**config.mk**
```make
export PLATFORM = sky130hd
export DESIGN_NAME = shift_console
export DESIGN_NICKNAME = d
export VERILOG_FILES = /design/src/rtl/shift_console_pkg.sv /design/src/rtl/shift_console_core.sv /design/src/rtl/shift_console.sv
export SDC_FILE = /design/constraint.sdc
export NUM_CORES = 1
export LEC_CHECK = 0
export CORE_MARGIN = 3
export CORE_UTILIZATION = 59
export CTS_BUF_LIST = sky130_fd_sc_hd__clkbuf_8 sky130_fd_sc_hd__clkbuf_16
export CTS_CLUSTER_DIAMETER = 80
export DETAILED_ROUTE_END_ITERATION = 6
export PLACE_DENSITY_LB_ADDON = 0.08
export SLEW_MARGIN = 20
export SYNTH_ARGS = -nofsm -noshare
export SYNTH_HDL_FRONTEND = slang
export SYNTH_HIERARCHICAL = 1
export SYNTH_SLANG_ARGS = --single-unit
```
**constraint.sdc**
```tcl
create_clock -name mclk -period 3 [get_ports mclk]
set_input_delay 0.75 -clock mclk [delete_from_list [all_inputs] [get_ports mclk]]
set_output_delay 0.75 -clock mclk [all_outputs]
set_load 0.005 [all_outputs]
```
**src/rtl/shift_console_pkg.sv**
```systemverilog
// Shared constants for the shift console: mode and direction encodings and
// the legal parameter bounds checked when the top level is elaborated.
package shift_console_pkg;

    localparam logic [1:0] MODE_LOGICAL = 2'b00;
    localparam logic [1:0] MODE_ARITH   = 2'b01;
    localparam logic [1:0] MODE_ROTATE  = 2'b10;

    localparam logic DIR_LEFT  = 1'b0;
    localparam logic DIR_RIGHT = 1'b1;

    localparam int WIDTH_A   = 8;
    localparam int WIDTH_B   = 16;
    localparam int DEPTH_MIN = 1;
    localparam int DEPTH_MAX = 16;

    function automatic bit params_legal(input int width, input int depth);
        return ((width == WIDTH_A) || (width == WIDTH_B)) &&
               (depth >= DEPTH_MIN) && (depth <= DEPTH_MAX);
    endfunction

endpackage

```
**src/rtl/shift_console_core.sv**
```systemverilog
// Combinational shift/rotate datapath.
// Ports: num (operand), amt (shift amount), mode (logical/arith/rotate;
// 2'b11 behaves as logical), dir (left/right), shifted (result).
module shift_core
    import shift_console_pkg::*;
#(
    parameter int WIDTH = 8,
    parameter int AW    = $clog2(WIDTH)
) (
    input  logic [WIDTH-1:0] num,
    input  logic [AW-1:0]    amt,
    input  logic [1:0]       mode,
    input  logic             dir,
    output logic [WIDTH-1:0] shifted
);

    logic signed [WIDTH-1:0] s_num;
    logic [WIDTH-1:0]        rotl;
    logic [WIDTH-1:0]        rotr;
    logic [WIDTH-1:0]        sra;

    assign s_num = $signed(num);
    // A shift by WIDTH yields zero, so amt = 0 rotates to num unchanged.
    assign rotl  = (num << amt) | (num >> (WIDTH - int'(amt)));
    assign rotr  = (num >> amt) | (num << (WIDTH - int'(amt)));
    assign sra   = s_num >>> amt;

    always_comb begin
        shifted = num << amt;
        if (dir == DIR_LEFT) begin
            if (mode == MODE_ROTATE) shifted = rotl;
            else                     shifted = num << amt;
        end else begin
            case (mode)
                MODE_ARITH:  shifted = sra;
                MODE_ROTATE: shifted = rotr;
                default:     shifted = num >> amt;
            endcase
        end
    end

endmodule

```
**src/rtl/shift_console.sv**
```systemverilog
// Shift console: a register loaded from switches, shifted/rotated by
// command pulses, with a circular undo history and a multiplexed hex display.
// Ports: mclk/reset (async active-high), sw (load value), amt, mode,
// load/left/right/undo ticks, result, depth (valid undo entries),
// err (one-cycle pulse on rejected command), digit/an (display scan, an active-low).
module shift_console
    import shift_console_pkg::*;
#(
    parameter int WIDTH        = 8,
    parameter int DEPTH        = 4,
    parameter int REFRESH_BITS = 20,
    localparam int DIGITS      = WIDTH / 4,
    localparam int AW          = $clog2(WIDTH),
    localparam int DW          = $clog2(DEPTH + 1)
) (
    input  logic              mclk,
    input  logic              reset,
    input  logic [WIDTH-1:0]  sw,
    input  logic [AW-1:0]     amt,
    input  logic [1:0]        mode,
    input  logic              load_tick,
    input  logic              left_tick,
    input  logic              right_tick,
    input  logic              undo_tick,
    output logic [WIDTH-1:0]  result,
    output logic [DW-1:0]     depth,
    output logic              err,
    output logic [3:0]        digit,
    output logic [DIGITS-1:0] an
);

    localparam int PW = (DEPTH > 1) ? $clog2(DEPTH) : 1;
    localparam int IW = $clog2(DIGITS);

    if (!params_legal(WIDTH, DEPTH)) begin : g_bad_params
        $error("shift_console: illegal WIDTH/DEPTH");
    end

    logic [WIDTH-1:0]        hist [DEPTH];
    logic [PW-1:0]           head;
    logic [PW-1:0]           head_next;
    logic [PW-1:0]           head_prev;
    logic [REFRESH_BITS-1:0] scan;
    logic [IW-1:0]           idx;
    logic [WIDTH-1:0]        shifted;
    logic [WIDTH-1:0]        digit_sh;
    logic [2:0]              n_ticks;
    logic                    multi;
    logic                    push;

    assign n_ticks = {2'b00, load_tick} + {2'b00, left_tick} +
                     {2'b00, right_tick} + {2'b00, undo_tick};
    assign multi   = (n_ticks > 3'd1);
    assign push    = !multi && (load_tick || left_tick || right_tick);

    // head points at the next slot to write; when full that slot is the oldest.
    assign head_next = (head == PW'(DEPTH - 1)) ? '0 : head + 1'b1;
    assign head_prev = (head == '0) ? PW'(DEPTH - 1) : head - 1'b1;

    shift_core #(.WIDTH(WIDTH), .AW(AW)) u_core (
        .num     (result),
        .amt     (amt),
        .mode    (mode),
        .dir     (right_tick ? DIR_RIGHT : DIR_LEFT),
        .shifted (shifted)
    );

    always_ff @(posedge mclk or posedge reset) begin
        if (reset) begin
            result <= '0;
            depth  <= '0;
            head   <= '0;
            err    <= 1'b0;
            scan   <= '0;
        end else begin
            scan <= scan + 1'b1;
            err  <= 1'b0;
            if (multi) begin
                err <= 1'b1;
            end else if (push) begin
                result <= load_tick ? sw : shifted;
                head   <= head_next;
                if (depth != DW'(DEPTH)) depth <= depth + 1'b1;
            end else if (undo_tick) begin
                if (depth == '0) begin
                    err <= 1'b1;
                end else begin
                    result <= hist[head_prev];
                    head   <= head_prev;
                    depth  <= depth - 1'b1;
                end
            end
        end
    end

    // History contents are never cleared; depth alone marks which are valid.
    always_ff @(posedge mclk) begin
        if (!reset && push) hist[head] <= result;
    end

    assign idx      = scan[REFRESH_BITS-1 -: IW];
    assign digit_sh = result >> {idx, 2'b00};
    assign digit    = digit_sh[3:0];
    assign an       = ~(DIGITS'(1) << idx);

endmodule

```
==> impl_metrics.env, run 1 <==
export IMPL_status="completed"
export IMPL_synth_edf_count=32
export IMPL_cp_top_family="compound AO/OA/AOI/OAI gates"
export IMPL_die_area_sq_um=8653
export IMPL_synth_top_cell_area_share_pct=21.51
export IMPL_drt_wl_total_um=12080
export IMPL_insertion_delay_ps=340
export IMPL_avgViaCountPerCell=6.124
export IMPL_path_clk_slew_ps=80
export IMPL_yosys_warnings=6
export IMPL_intPower_mw=2.642
export IMPL_numCtsBuffers=9
export IMPL_vias=3717
export IMPL_synth_commonest_cells="34 x dfrtp_1, 32 x edfxtp_1, 29 x nand2_1"
export IMPL_synth_top_area_cell="edfxtp_1"
export IMPL_leakagePower_nw=2.237
export IMPL_crit_chain="clkdlybuf4s50_1, inv_1, ha_4, clkbuf_4, mux2i_1, o22ai_1, mux2_2, a211oi_1, a41oi_1, nor2b_1, a211oi_2, o31ai_1"
export IMPL_grt_overflow=0
export IMPL_crit_cells=12
export IMPL_synth_most_common_cell="dfrtp_1"
export IMPL_ant_nets=0
export IMPL_wl_met3_um=825
export IMPL_power_frac_clock_pct=19.8
export IMPL_critPathSlowestCell="clkdlybuf4s50_1"
export IMPL_drive_gt1_share_pct=24.21
export IMPL_n_antenna_cell=0
export IMPL_grt_setup_unrepaired="true"
export IMPL_worstPathArrival_ps=3150
export IMPL_syn_to_final_growth_pct=25.88
export IMPL_clock_sinks=66
export IMPL_reg2regPathDepth=7
export IMPL_critPathRequiredTime_ps=3210
export IMPL_wl_met2_um=6034
export IMPL_grt_max_degree=25
export IMPL_rows=31
export IMPL_grt_pass1_vias=3705
export IMPL_initial_core_util_pct=61.27
export IMPL_synth_distinct_cells=65
export IMPL_sw_frac_of_total_pct=37.79
export IMPL_netSwitchingPower_mw=1.605
export IMPL_setup_viol_count_final=0
export IMPL_nets=533
export IMPL_cts_root_buf="clkbuf_8"
export IMPL_final_setup_skew_ps=7.600
export IMPL_period_share_pct=98.10
export IMPL_synthFlopType="dfrtp_1"
export IMPL_slew_viol_final=0
export IMPL_syn_num_nets=456
export IMPL_critical_path_buf_inv_count=3
export IMPL_critPathMaxStageDelay_ps=480
export IMPL_seq_area_frac_synth_pct=40.55
export IMPL_finalHoldViolCount=0
export IMPL_die_h_um=93.02
export IMPL_fin_crit_ps=2943
export IMPL_fmaxAchievable_mhz=339.8
export IMPL_drc=0
export IMPL_tightest_slew_ps=751.9
export IMPL_place_congestion=0.9156
export IMPL_clk_path_buf_depth=2
export IMPL_core_sq_um=7292
export IMPL_cts_tree="built"
export IMPL_hp_class="reg2reg"
export IMPL_antenna_found_initial=0
export IMPL_io_pins=37
export IMPL_grt_pass1_wl_um=19090
export IMPL_powerDensity_nw_per_um2=755.0
export IMPL_top_layer_used="met4"
export IMPL_avgSynthCellArea_sq_um=10.49
export IMPL_met1_length_um=4904
export IMPL_dr_pass1_iters=5
export IMPL_cp_max_fo=5
export IMPL_peakVddDrop_mv=0.4592
export IMPL_p_comb_share_pct=44.0
export IMPL_fp_dieW_um=93.02
export IMPL_relSlewSlack_pct=49.87
export IMPL_dp_hpwl_um=8430
export IMPL_path_class="in2reg"
export IMPL_setup_tns_final_ps=0
export IMPL_hold_buffers=0
export IMPL_synth_cells=426
export IMPL_p_total_mw=4.246
export IMPL_port_buffers=36
export IMPL_drv_cap=0
export IMPL_drt_iter0_markers=340
export IMPL_async_reset_ff_share_pct=51.52
export IMPL_synthTopCellsByArea="edfxtp_1 22%, dfrtp_1 19%, mux2i_1 5.6%, mux4_2 5.5%, xnor2_1 4.1%"
export IMPL_endpoint_kind="register"
export IMPL_synth_seq_cells=66
export IMPL_worstSetupStartpointType="primary input"
export IMPL_h_tree_depth=3
export IMPL_power_frac_seq_pct=36.2
export IMPL_gr_usage_all_layers_pct=28.90
export IMPL_whs_path_depth=1
export IMPL_syn_cell_area_sq_um=4468
export IMPL_wire_per_inst_um=19.90
==> path summary, 6_finish.rpt <==
path / start / end / slack, ps
setup / recovery: amt[1] / result[1] / 60
setup reg to reg: result[6] / result[0] / 440
hold reg to reg: scan[9] / scan[9] / 470
hold / removal: scan[9] / scan[9] / 470
max in group asynchronous: reset / scan[8] / 1950
min in group asynchronous: reset / head[1] / 810
==> per-stage QoR <==
step / std cells / util (%) / hold WS, ps / instance area (sq um) / setup slack, ps
6_report: 607 / 77.13 / 465.2 / 5624 / 56.97
3_5_place_dp: 588 / 72.75 / 454.8 / 5305 / -254.9
2_1_floorplan: 426 / - / 437.6 / 4528 / 2.692
3_3_place_gp: 588 / 72.75 / 453.4 / 5305 / -177.6
5_1_grt: 607 / 77.13 / 494.7 / 5624 / -67.78
4_1_cts: 604 / 75.86 / 468.8 / 5532 / 47.65
==> power groups by stage <==
stage,Clock (mW),Combinational [mW],Sequential (mW)
2_1_floorplan,0,1.21,1.30
3_3_place_gp,0,1.75,1.52
3_5_place_dp,0,1.80,1.53
4_1_cts,0.854,1.82,1.51
5_1_grt,0.898,2.01,1.56
6_report,0.840,1.87,1.54
==> cells by family after synthesis <==
logic type               after synthesis  share of synthesized area, %
XOR/XNOR                              25                         4.901
adder cells (fa/ha/maj)               11                         3.248
AND/OR/NAND/NOR                      133                         15.74
buffers and inverters                 53                         6.441
flip-flops                            66                         40.55
multiplexers                          47                         14.59
AO/OA/AOI/OAI                         91                         14.53
==> final cells by class <==
type / instances / area [sq um]
clock buffer: 9 / 123.9
multi-input combinational: 307 / 2456
fill: 513 / 1668
timing repair buffer: 104 / 949.7
clock inverter: 7 / 102.6
tap: 99 / 123.9
inverter: 15 / 56.30
sequential: 66 / 1812
==> what timing repair did <==
| action | CTS | global route |
|---|---|---|
| setup endpoints to repair | 0 | 2 |
| buffers inserted | 0 | 3 |
| gates resized for setup | 0 | 11 |
==> registers in the layout, summed over array words and instances, names as in the netlist <==
name,cells
hist,32
depth,3
scan,20
result,8
err,1
head,2
==> placed cells by master, fill, tap and decap left out, types with 6 or more instances in the layout <==
master / netlist / final
nand3_1: 15 / 15
mux2i_1: 25 / 22
buf_4: 3 / 60
clkdlybuf4s50_1: 0 / 36
nand2_1: 29 / 29
nor2_1: 27 / 27
xnor2_1: 21 / 21
ha_1: 10 / 9
nand4_1: 8 / 8
nor2b_1: 12 / 12
o31ai_1: 10 / 10
nor3_1: 8 / 8
clkbuf_8: 0 / 9
buf_12: 0 / 6
and3_1: 6 / 6
a21oi_1: 10 / 10
edfxtp_1: 32 / 32
dfrtp_1: 34 / 34
inv_1: 15 / 15
mux2_2: 9 / 9
o21ai_0: 21 / 21
nand2b_1: 7 / 6
a211oi_1: 13 / 11
mux4_2: 11 / 11
==> routing by layer <==
layer | up-vias | global-route usage [%]
met4 | 0 | 10.50
li1 | 1733 | -
met3 | 27 | 6.114
met1 | 1812 | 37.00
met5 | - | 0
met2 | 145 | 48.59
No activity file was read; power rests on OpenSTA's default activity.
==> inputs of run 2 (changes only) <==
--- a/config.mk
+++ b/config.mk
@@ -6,10 +6,11 @@
 export NUM_CORES = 1
 export LEC_CHECK = 0
 export CORE_MARGIN = 3
-export CORE_UTILIZATION = 59
+export CORE_UTILIZATION = 64
 export CTS_BUF_LIST = sky130_fd_sc_hd__clkbuf_8 sky130_fd_sc_hd__clkbuf_16
 export CTS_CLUSTER_DIAMETER = 80
 export DETAILED_ROUTE_END_ITERATION = 6
+export DONT_BUFFER_PORTS = 1
 export PLACE_DENSITY_LB_ADDON = 0.08
 export SLEW_MARGIN = 20
 export SYNTH_ARGS = -nofsm -noshare
==> run 2 against run 1 <==
Compared with the run above:
- wire length shrank 10%
- first-iteration DRC count decreased by 18%
- via count fell by 7.1%
- largest cell class unchanged
- global-route usage fell by 0.73 points
- die area decreased by 7.3%
- flip-flop and latch count stayed put
- clock power shrank 12%
- critical path type unchanged
- power down 13%
==> impl_metrics.env, run 2 (synthesized netlist as in run 1, its figures left out) <==
export IMPL_r2r_start="result[7]"
export IMPL_crit_chain="inv_1, ha_1, nor2_1, o311ai_0, a2bb2oi_1, nor2b_1, a211oi_1, o31ai_1"
export IMPL_cts_setup_buffers=0
export IMPL_final_setup_skew_ps=14.60
export IMPL_fmaxAchievable_mhz=380.0
export IMPL_grt_pass1_vias=3204
export IMPL_port_buffers=0
export IMPL_largest_register_ffs=32
export IMPL_finalHoldViolCount=0
export IMPL_powerDensity_nw_per_um2=787.8
export IMPL_dr_pass1_iters=5
export IMPL_cts_resized=0
export IMPL_drt_wl_total_um=10820
export IMPL_core_sq_um=6568
export IMPL_worstSetupStartpointType="primary input"
export IMPL_insertion_delay_ps=340
export IMPL_initial_core_util_pct=68.03
export IMPL_n_antenna_cell=0
export IMPL_worst_slack_ps=368.5
export IMPL_worstPathArrival_ps=2850
export IMPL_cp_top_family="compound AO/OA/AOI/OAI gates"
export IMPL_dp_hpwl_um=7595
export IMPL_grt_pass1_wl_um=16670
export IMPL_reg_top3="hist: 32 flops, scan: 20 flops, result: 8 flops"
export IMPL_drc=0
export IMPL_grt_overflow=0
export IMPL_hp_class="in2async"
export IMPL_place_congestion=0.9729
export IMPL_endpoint_kind="register"
export IMPL_grt_setup_unrepaired="false"
export IMPL_grt_max_degree=42
export IMPL_critPathMaxStageDelay_ps=540
export IMPL_numCtsBuffers=9
export IMPL_io_pins=37
export IMPL_setup_viol_count_final=0
export IMPL_critPathSlowestCell="o311ai_0"
export IMPL_ant_nets=0
export IMPL_pre_cts_ws_ps=136.4
export IMPL_reg2regPathDepth=7
export IMPL_clk_path_buf_depth=2
export IMPL_tightest_slew_ps=668.3
export IMPL_syn_to_final_growth_pct=5.041
export IMPL_cts_tree="built"
export IMPL_fp_dieW_um=89.56
export IMPL_final_common_cell="dfrtp_1"
export IMPL_peakVddDrop_mv=0.4204
export IMPL_period_share_pct=87.72
export IMPL_vias=3452
export IMPL_antenna_found_initial=0
export IMPL_crit_path_end="result[5]"
export IMPL_cp_max_fo=11
export IMPL_fin_crit_ps=2631
export IMPL_critPathRequiredTime_ps=3220
export IMPL_crit_start="mode[0]"
export IMPL_utilization_pct=71.46
export IMPL_rows=29
export IMPL_status="completed"
export IMPL_p_total_mw=3.697
export IMPL_clock_sinks=66
export IMPL_critical_path_buf_inv_count=1
export IMPL_reg2reg_to="result[5]"
export IMPL_die_h_um=89.56
export IMPL_hold_buffers=0
export IMPL_top_register="hist"
export IMPL_drive_gt1_share_pct=15.07
export IMPL_gr_usage_all_layers_pct=28.18
export IMPL_slew_viol_final=0
export IMPL_r2r_setup_slack_ps=380
export IMPL_relSlewSlack_pct=55.25
export IMPL_wire_per_inst_um=21.17
export IMPL_drv_cap=0
export IMPL_crit_cells=8
export IMPL_cts_root_buf="clkbuf_8"
export IMPL_nets=443
export IMPL_leakagePower_nw=1.807
export IMPL_layout_common_cells="34 x dfrtp_1, 32 x edfxtp_1, 29 x nand2_1"
export IMPL_path_clk_slew_ps=80
export IMPL_die_area_sq_um=8020
export IMPL_drt_iter0_markers=278
export IMPL_path_class="in2reg"
export IMPL_setup_tns_final_ps=0
export IMPL_avgViaCountPerCell=6.755
export IMPL_h_tree_depth=3
run 2: final cells by class:
class / instances / area, sq um
multi-input combinational: 307 / 2402
clock inverter: 7 / 77.57
inverter: 15 / 56.30
fill: 485 / 1874
clock buffer: 9 / 123.9
tap: 93 / 116.4
timing repair buffer: 14 / 105.1
sequential: 66 / 1812
run 2: where the power goes:
part	leakage, nW	total, mW	internal, mW	switching [mW]
sequential	0.724	1.46	1.15	0.316
clock	0.0998	0.743	0.389	0.355
combinational	0.983	1.49	0.698	0.795
run 2: metal layers:
metal  vias up  routed length (um)  track usage (%)
li1       1556                   -                -
met1      1674                4332            38.06
met2       186                5088            42.49
met3        36                1061            8.387
met4         0                 335            11.64
met5         -                   0                0
run 2: worst min-delay path by stage:
stage / slack, ps / startpoint / endpoint / depth (start not counted)
finish: 220 / reset / head[0] / 1
global route: 210 / reset / head[1] / 1
CTS: 200 / reset / head[0] / 1
detailed placement: 460 / scan[17] / scan[17] / 1
global placement: 460 / scan[9] / scan[9] / 1
floorplan: 440 / scan[17] / scan[17] / 1
run 2: stage by stage:
step,std cells,hold WS [ps],instance area (sq um)
3_5_place_dp,495,457.8,4492
4_1_cts,511,200.1,4693
5_1_grt,511,214.5,4693
3_3_place_gp,495,455.3,4492
2_1_floorplan,426,437.6,4528
6_report,511,219.1,4693
